**src/rtl/alu_pkg.sv**
```systemverilog
// Shared definitions for the multi-cycle MUL/DIVU/REMU sequencer and the
// execute-stage ALU it drives.
package alu_pkg;

  // ALU operation codes understood by the 32-bit execute-stage ALU
  localparam logic [3:0] ALU_ADD  = 4'b0000;
  localparam logic [3:0] ALU_AND  = 4'b0001;
  localparam logic [3:0] ALU_OR   = 4'b0010;
  localparam logic [3:0] ALU_XOR  = 4'b0011;
  localparam logic [3:0] ALU_SLL  = 4'b0100;
  localparam logic [3:0] ALU_SRL  = 4'b0101;
  localparam logic [3:0] ALU_SRA  = 4'b0110;
  localparam logic [3:0] ALU_SUB  = 4'b0111;
  localparam logic [3:0] ALU_SLT  = 4'b1100;
  localparam logic [3:0] ALU_SLTU = 4'b1101;

  // The ALU is fixed at this width
  localparam int ALU_WIDTH = 32;

  typedef enum logic [1:0] {
    OP_MUL     = 2'b00,
    OP_DIVU    = 2'b01,
    OP_REMU    = 2'b10,
    OP_ILLEGAL = 2'b11
  } muldiv_op_t;

  typedef enum logic [2:0] {
    ST_IDLE     = 3'd0,
    ST_MUL_STEP = 3'd1,
    ST_DIV_CMP  = 3'd2,
    ST_DIV_SUB  = 3'd3,
    ST_FINISH   = 3'd4
  } muldiv_state_t;

endpackage

```
**src/rtl/alu_muldiv_seq.sv**
```systemverilog
// Multi-cycle sequencer for MUL (shift-add, 32 steps) and DIVU/REMU
// (restoring division, compare + subtract per bit) that borrows the
// execute-stage ALU for every add, subtract and compare.
module alu_muldiv_seq
  import alu_pkg::*;
#(
  parameter int XLEN = 32
) (
  input  logic            clk,
  input  logic            rst,
  input  logic            start,
  input  logic [1:0]      op,
  input  logic [XLEN-1:0] a,
  input  logic [XLEN-1:0] b,
  output logic [XLEN-1:0] alu_x,
  output logic [XLEN-1:0] alu_y,
  output logic [3:0]      alu_control,
  input  logic [XLEN-1:0] alu_resultado,
  output logic            busy,
  output logic            done,
  output logic [XLEN-1:0] result
);

  muldiv_state_t   state;
  muldiv_op_t      op_reg;
  logic [4:0]      cnt;
  logic [XLEN-1:0] acc;
  logic [XLEN-1:0] mcand;
  logic [XLEN-1:0] mplier;
  logic [XLEN-1:0] rem;
  logic [XLEN-1:0] q;
  logic [XLEN-1:0] d;
  logic            lt;
  logic [XLEN-1:0] rs;
  muldiv_op_t      op_in;

  assign op_in = muldiv_op_t'(op);

  // Shifted partial remainder; the bit shifted out of rem[31] is tracked
  // separately through the forced-subtract term in DIV_CMP.
  assign rs = {rem[XLEN-2:0], q[XLEN-1]};

  // ALU operands come straight from the state registers so the ALU result
  // is available to the FSM within the same cycle.
  always_comb begin
    alu_x       = '0;
    alu_y       = '0;
    alu_control = ALU_ADD;
    case (state)
      ST_MUL_STEP: begin
        alu_x       = acc;
        alu_y       = mcand;
        alu_control = ALU_ADD;
      end
      ST_DIV_CMP: begin
        alu_x       = rs;
        alu_y       = d;
        alu_control = ALU_SLTU;
      end
      ST_DIV_SUB: begin
        if (!lt) begin
          alu_x       = rem;
          alu_y       = d;
          alu_control = ALU_SUB;
        end
      end
      default: ;
    endcase
  end

  // Sequencer FSM with its datapath registers and registered handshake.
  always_ff @(posedge clk or posedge rst) begin
    if (rst) begin
      state  <= ST_IDLE;
      op_reg <= OP_MUL;
      cnt    <= '0;
      acc    <= '0;
      mcand  <= '0;
      mplier <= '0;
      rem    <= '0;
      q      <= '0;
      d      <= '0;
      lt     <= 1'b0;
      busy   <= 1'b0;
      done   <= 1'b0;
      result <= '0;
    end else begin
      case (state)
        ST_IDLE: begin
          done <= 1'b0;
          if (start) begin
            op_reg <= op_in;
            cnt    <= '0;
            busy   <= 1'b1;
            case (op_in)
              OP_MUL: begin
                acc    <= '0;
                mcand  <= a;
                mplier <= b;
                state  <= ST_MUL_STEP;
              end
              OP_DIVU, OP_REMU: begin
                if (b != '0) begin
                  rem   <= '0;
                  q     <= a;
                  d     <= b;
                  state <= ST_DIV_CMP;
                end else begin
                  // Divide by zero: all-ones quotient, dividend as remainder
                  result <= (op_in == OP_DIVU) ? '1 : a;
                  done   <= 1'b1;
                  state  <= ST_FINISH;
                end
              end
              default: begin
                result <= '0;
                done   <= 1'b1;
                state  <= ST_FINISH;
              end
            endcase
          end
        end
        ST_MUL_STEP: begin
          if (mplier[0]) acc <= alu_resultado;
          mcand  <= mcand << 1;
          mplier <= mplier >> 1;
          cnt    <= cnt + 5'd1;
          if (cnt == 5'd31) begin
            // Result is loaded with the final accumulator so it lines up with DONE
            result <= mplier[0] ? alu_resultado : acc;
            done   <= 1'b1;
            state  <= ST_FINISH;
          end
        end
        ST_DIV_CMP: begin
          rem   <= rs;
          q     <= {q[XLEN-2:0], 1'b0};
          lt    <= alu_resultado[0] & ~rem[XLEN-1];
          state <= ST_DIV_SUB;
        end
        ST_DIV_SUB: begin
          if (!lt) begin
            rem  <= alu_resultado;
            q[0] <= 1'b1;
          end
          cnt <= cnt + 5'd1;
          if (cnt == 5'd31) begin
            if (op_reg == OP_DIVU) result <= {q[XLEN-1:1], q[0] | ~lt};
            else                   result <= lt ? rem : alu_resultado;
            done  <= 1'b1;
            state <= ST_FINISH;
          end else begin
            state <= ST_DIV_CMP;
          end
        end
        ST_FINISH: begin
          done  <= 1'b0;
          busy  <= 1'b0;
          state <= ST_IDLE;
        end
        default: begin
          done  <= 1'b0;
          busy  <= 1'b0;
          state <= ST_IDLE;
        end
      endcase
    end
  end

endmodule

```
**config.mk**
```make
export PLATFORM = sky130hd
export DESIGN_NAME = alu_muldiv_seq
export DESIGN_NICKNAME = d
export VERILOG_FILES = /design/src/rtl/alu_pkg.sv /design/src/rtl/alu_muldiv_seq.sv
export SDC_FILE = /design/constraint.sdc
export NUM_CORES = 1
export LEC_CHECK = 0
export CAP_MARGIN = 20
export CORE_MARGIN = 1
export CORE_UTILIZATION = 44
export DETAILED_ROUTE_END_ITERATION = 8
export PLACE_DENSITY = 0.68
export SYNTH_ARGS = -nofsm -noshare
export SYNTH_HDL_FRONTEND = slang
export SYNTH_SLANG_ARGS = --single-unit
```
**constraint.sdc**
```tcl
create_clock -name clk -period 12 [get_ports clk]
set_input_delay 2.4 -clock clk [delete_from_list [all_inputs] [get_ports clk]]
set_output_delay 2.4 -clock clk [all_outputs]
set_load 0.05 [all_outputs]
```
==> insert_results.sql <==
INSERT INTO impl_metrics (metric_group, metric, value, unit) VALUES
('clocking', 'post_cts_buffers', '0', ''),
('final_layout', 'final_layout_size_suffix_gt1_frac', '0.1274', ''),
('clocking', 'clock_latency_at_the_later_pin_of_the_worst_skew_pair', '540', 'ps'),
('final_layout', 'layout_commonest_cell', 'dfrtp_1', ''),
('die', 'pin_count', '203', ''),
('die', 'die_x', '169.8', 'um'),
('worst_setup_path', 'r2r_slack', '9290', 'ps'),
('placed_design', 'place.detailed.hpwl', '23430', 'um'),
('global_route', 'grt_max_degree', '113', ''),
('worst_setup_path', 'setup.worst_path.end_class', 'output port', ''),
('clocking', 'post_cts_resized', '0', ''),
('final_layout', 'area_delta_synth_final', '25.54', '%'),
('detailed_routing', 'routed-via-count', '10024', ''),
('worst_setup_path', 'crit_fanout', '64', ''),
('worst_setup_path', 'timing.critical_path.to', 'alu_x[25]', ''),
('sta', 'finClkSkew', '9.554', 'ps'),
('die', 'placement_rows', '61', ''),
('sta', 'timing_hold_violations_final', '0', ''),
('clocking', 'clock_sinks', '237', ''),
('worst_setup_path', 'worst_r2r_startpoint', 'lt$_DFFE_PP0N_', ''),
('power', 'internal-power', '0.002688', 'W'),
('clocking', 'clock_tree_from_tritoncts', 'yes', ''),
('synthesis', 'synth_fa_ha_area_frac', '0.005050', ''),
('synthesis', 'synth_compound_gate_area_share', '0.1614', ''),
('detailed_routing', 'antenna_violating_nets_post_route', '0', ''),
('synthesis', 'yosys_warnings', '0', ''),
('clocking', 'numCtsBuffers', '27', ''),
('synthesis', 'ys_ff_latch', '237', ''),
('worst_setup_path', 'crit_arrival', '3770', 'ps'),
('power', 'p_comb_frac', '0.526', ''),
('global_route', 'initial_antenna_violation_count', '1', ''),
('sta', 'grt_setup_unrepaired', 'false', ''),
('final_layout', 'instances_no_fill', '1737', ''),
('power', 'seqPwrFrac', '0.299', ''),
('placed_design', 'placed_cells', '1686', ''),
('global_route', 'globalRoute.totalOverflow', '0', ''),
('worst_setup_path', 'cpPeakStageDelay', '810', 'ps'),
('detailed_routing', 'drt_pass1_iterations', '5', ''),
('power', 'power_density', '314.8', 'nW/um^2'),
('worst_setup_path', 'depth_of_the_critical_timing_path_with_buffers_and_inverters_included', '7', ''),
('synthesis', 'synth_flop_type', 'dfrtp_1', ''),
('sta', 'hold_slack_final', '478.1', 'ps'),
('synthesis', 'synthSimpleGateAreaFrac', '0.1175', ''),
('placed_design', 'place_congestion', '0.8067', ''),
('final_layout', 'final_cell_mix', 'dfrtp_1 (236), clkdlybuf4s50_1 (202), nand2_1 (175), mux2i_1 (126), nor2_1 (103)', ''),
('placed_design', 'io_buffer_count', '202', ''),
('final_layout', 'layout.nets', '1443', ''),
('die', 'die_area', '28830', 'um^2'),
('sta', 'pin_slew_with_the_least_headroom_to_its_limit', '1080', 'ps'),
('synthesis', 'synth.largest_area_cell', 'dfrtp_1', ''),
('sta', 'slew_headroom', '0.2786', ''),
('global_route', 'grt_pass1_wl', '55610', 'um'),
('sta', 'max_freq', '162.0', 'MHz'),
('power', 'power', '0.004896', 'W'),
('power', 'switching_power_of_the_nets', '0.002208', 'W'),
('power', 'power.leakage', '6.925', 'nW'),
('synthesis', 'ys_async_sr_fraction', '1.000', ''),
('synthesis', 'synthMuxAreaShare', '0.1991', ''),
('clocking', 'cts-htree-levels', '1', ''),
('sta', 'maxSlewViolCount', '0', ''),
('worst_setup_path', 'r2r_end', 'rem[20]$_DFFE_PP0P_', ''),
('synthesis', 'synthesis.instances', '1188', ''),
('clocking', 'clk_pin_slew', '60', 'ps'),
('power', 'vdd_drop_max', '0.0002068', 'V'),
('synthesis', 'synth.area.top_cells', 'dfrtp_1 (48%), mux2i_1 (10%), mux2_2 (6.1%), nand2_1 (5.3%), a221o_1 (5.2%)', ''),
('run_status', 'status', 'finished clean', ''),
('worst_setup_path', 'startpoint_type', 'flip-flop', ''),
('sta', 'timing.setup.tns', '0', 'ps'),
('synthesis', 'postSynthNetCount', '1294', ''),
('die', 'initial_utilization', '0.4471', ''),
('clocking', 'hold_buffers_post_cts', '0', '');
per-stage QoR:
step	util	setup slack (ps)	cell area [um^2]
2_1_floorplan	-	3097	12390
3_3_place_gp	0.5275	6458	14620
3_5_place_dp	0.5275	6425	14620
4_1_cts	0.5613	5851	15550
5_1_grt	0.5614	5636	15550
6_report	0.5614	5828	15550
how the worst min path moves through the flow:
stage,slack (ps),cells past startpoint,endpoint,startpoint
floorplan,440,1,cnt[3]$_DFFE_PP0P_,cnt[3]$_DFFE_PP0P_
global placement,460,2,mplier[23]$_DFFE_PP0P_,mplier[23]$_DFFE_PP0P_
detailed placement,470,2,mplier[2]$_DFFE_PP0P_,mplier[2]$_DFFE_PP0P_
CTS,480,2,mplier[2]$_DFFE_PP0P_,mplier[2]$_DFFE_PP0P_
global route,500,2,mplier[19]$_DFFE_PP0P_,mplier[19]$_DFFE_PP0P_
finish,480,2,mplier[2]$_DFFE_PP0P_,mplier[2]$_DFFE_PP0P_
power by group through the flow:
stage	registers, W	logic [W]	clock network, W
2_1_floorplan	0.00153	0.00177	0
3_3_place_gp	0.00146	0.00254	0
3_5_place_dp	0.00147	0.00257	0
4_1_cts	0.00146	0.00258	0.000875
5_1_grt	0.00150	0.00276	0.000909
6_report	0.00146	0.00257	0.000861
final cells by class:
class / instances / area (um^2)
multi-input cells: 847 / 6042
fillers: 2412 / 12150
clock inverters: 9 / 126.4
well taps: 378 / 473.0
flip-flops and latches: 237 / 5932
clock buffers: 41 / 808.3
diodes: 1 / 2.502
repair buffers: 217 / 2135
inverters: 7 / 33.78
cell usage after synthesis (6+ instances only):
library cell,instances
dfrtp_1,237
inv_1,6
clkbuf_1,57
nand2_1,176
mux2i_1,126
nor4_1,8
a22o_1,32
mux2_2,67
a21oi_1,67
o221ai_1,31
buf_4,6
o21ai_0,73
nor2_1,104
a221o_1,64
and2_1,33
buf_2,25
mux2_4,30
layer usage:
metal  share of wire  track usage  vias to the layer above
met5               0            0                        -
met4           0.024      0.06972                        0
met3           0.060      0.03568                       51
met2            0.44       0.3662                      332
met1            0.47       0.3677                     5025
li1                -            -                     4616
tightest hold or removal path, delay by kind of cell, from the launching register on:
kind             cells  cell delay [ps]
AO/OA/AOI/OAI        1               60
AND/OR/NAND/NOR      1               40
flip-flops           1              340
cell families (layout without fill, tap and decap cells):
| kind of cell | after synthesis | count (layout) |
|---|---|---|
| multiplexers | 223 | 223 |
| AND/OR/NAND/NOR | 341 | 341 |
| adder cells (fa/ha/maj) | 5 | 5 |
| other | 0 | 1 |
| AO/OA/AOI/OAI | 278 | 278 |
| flip-flops | 237 | 237 |
| buffers and inverters | 104 | 274 |
Note: power is estimated with default switching activity, not from simulation.
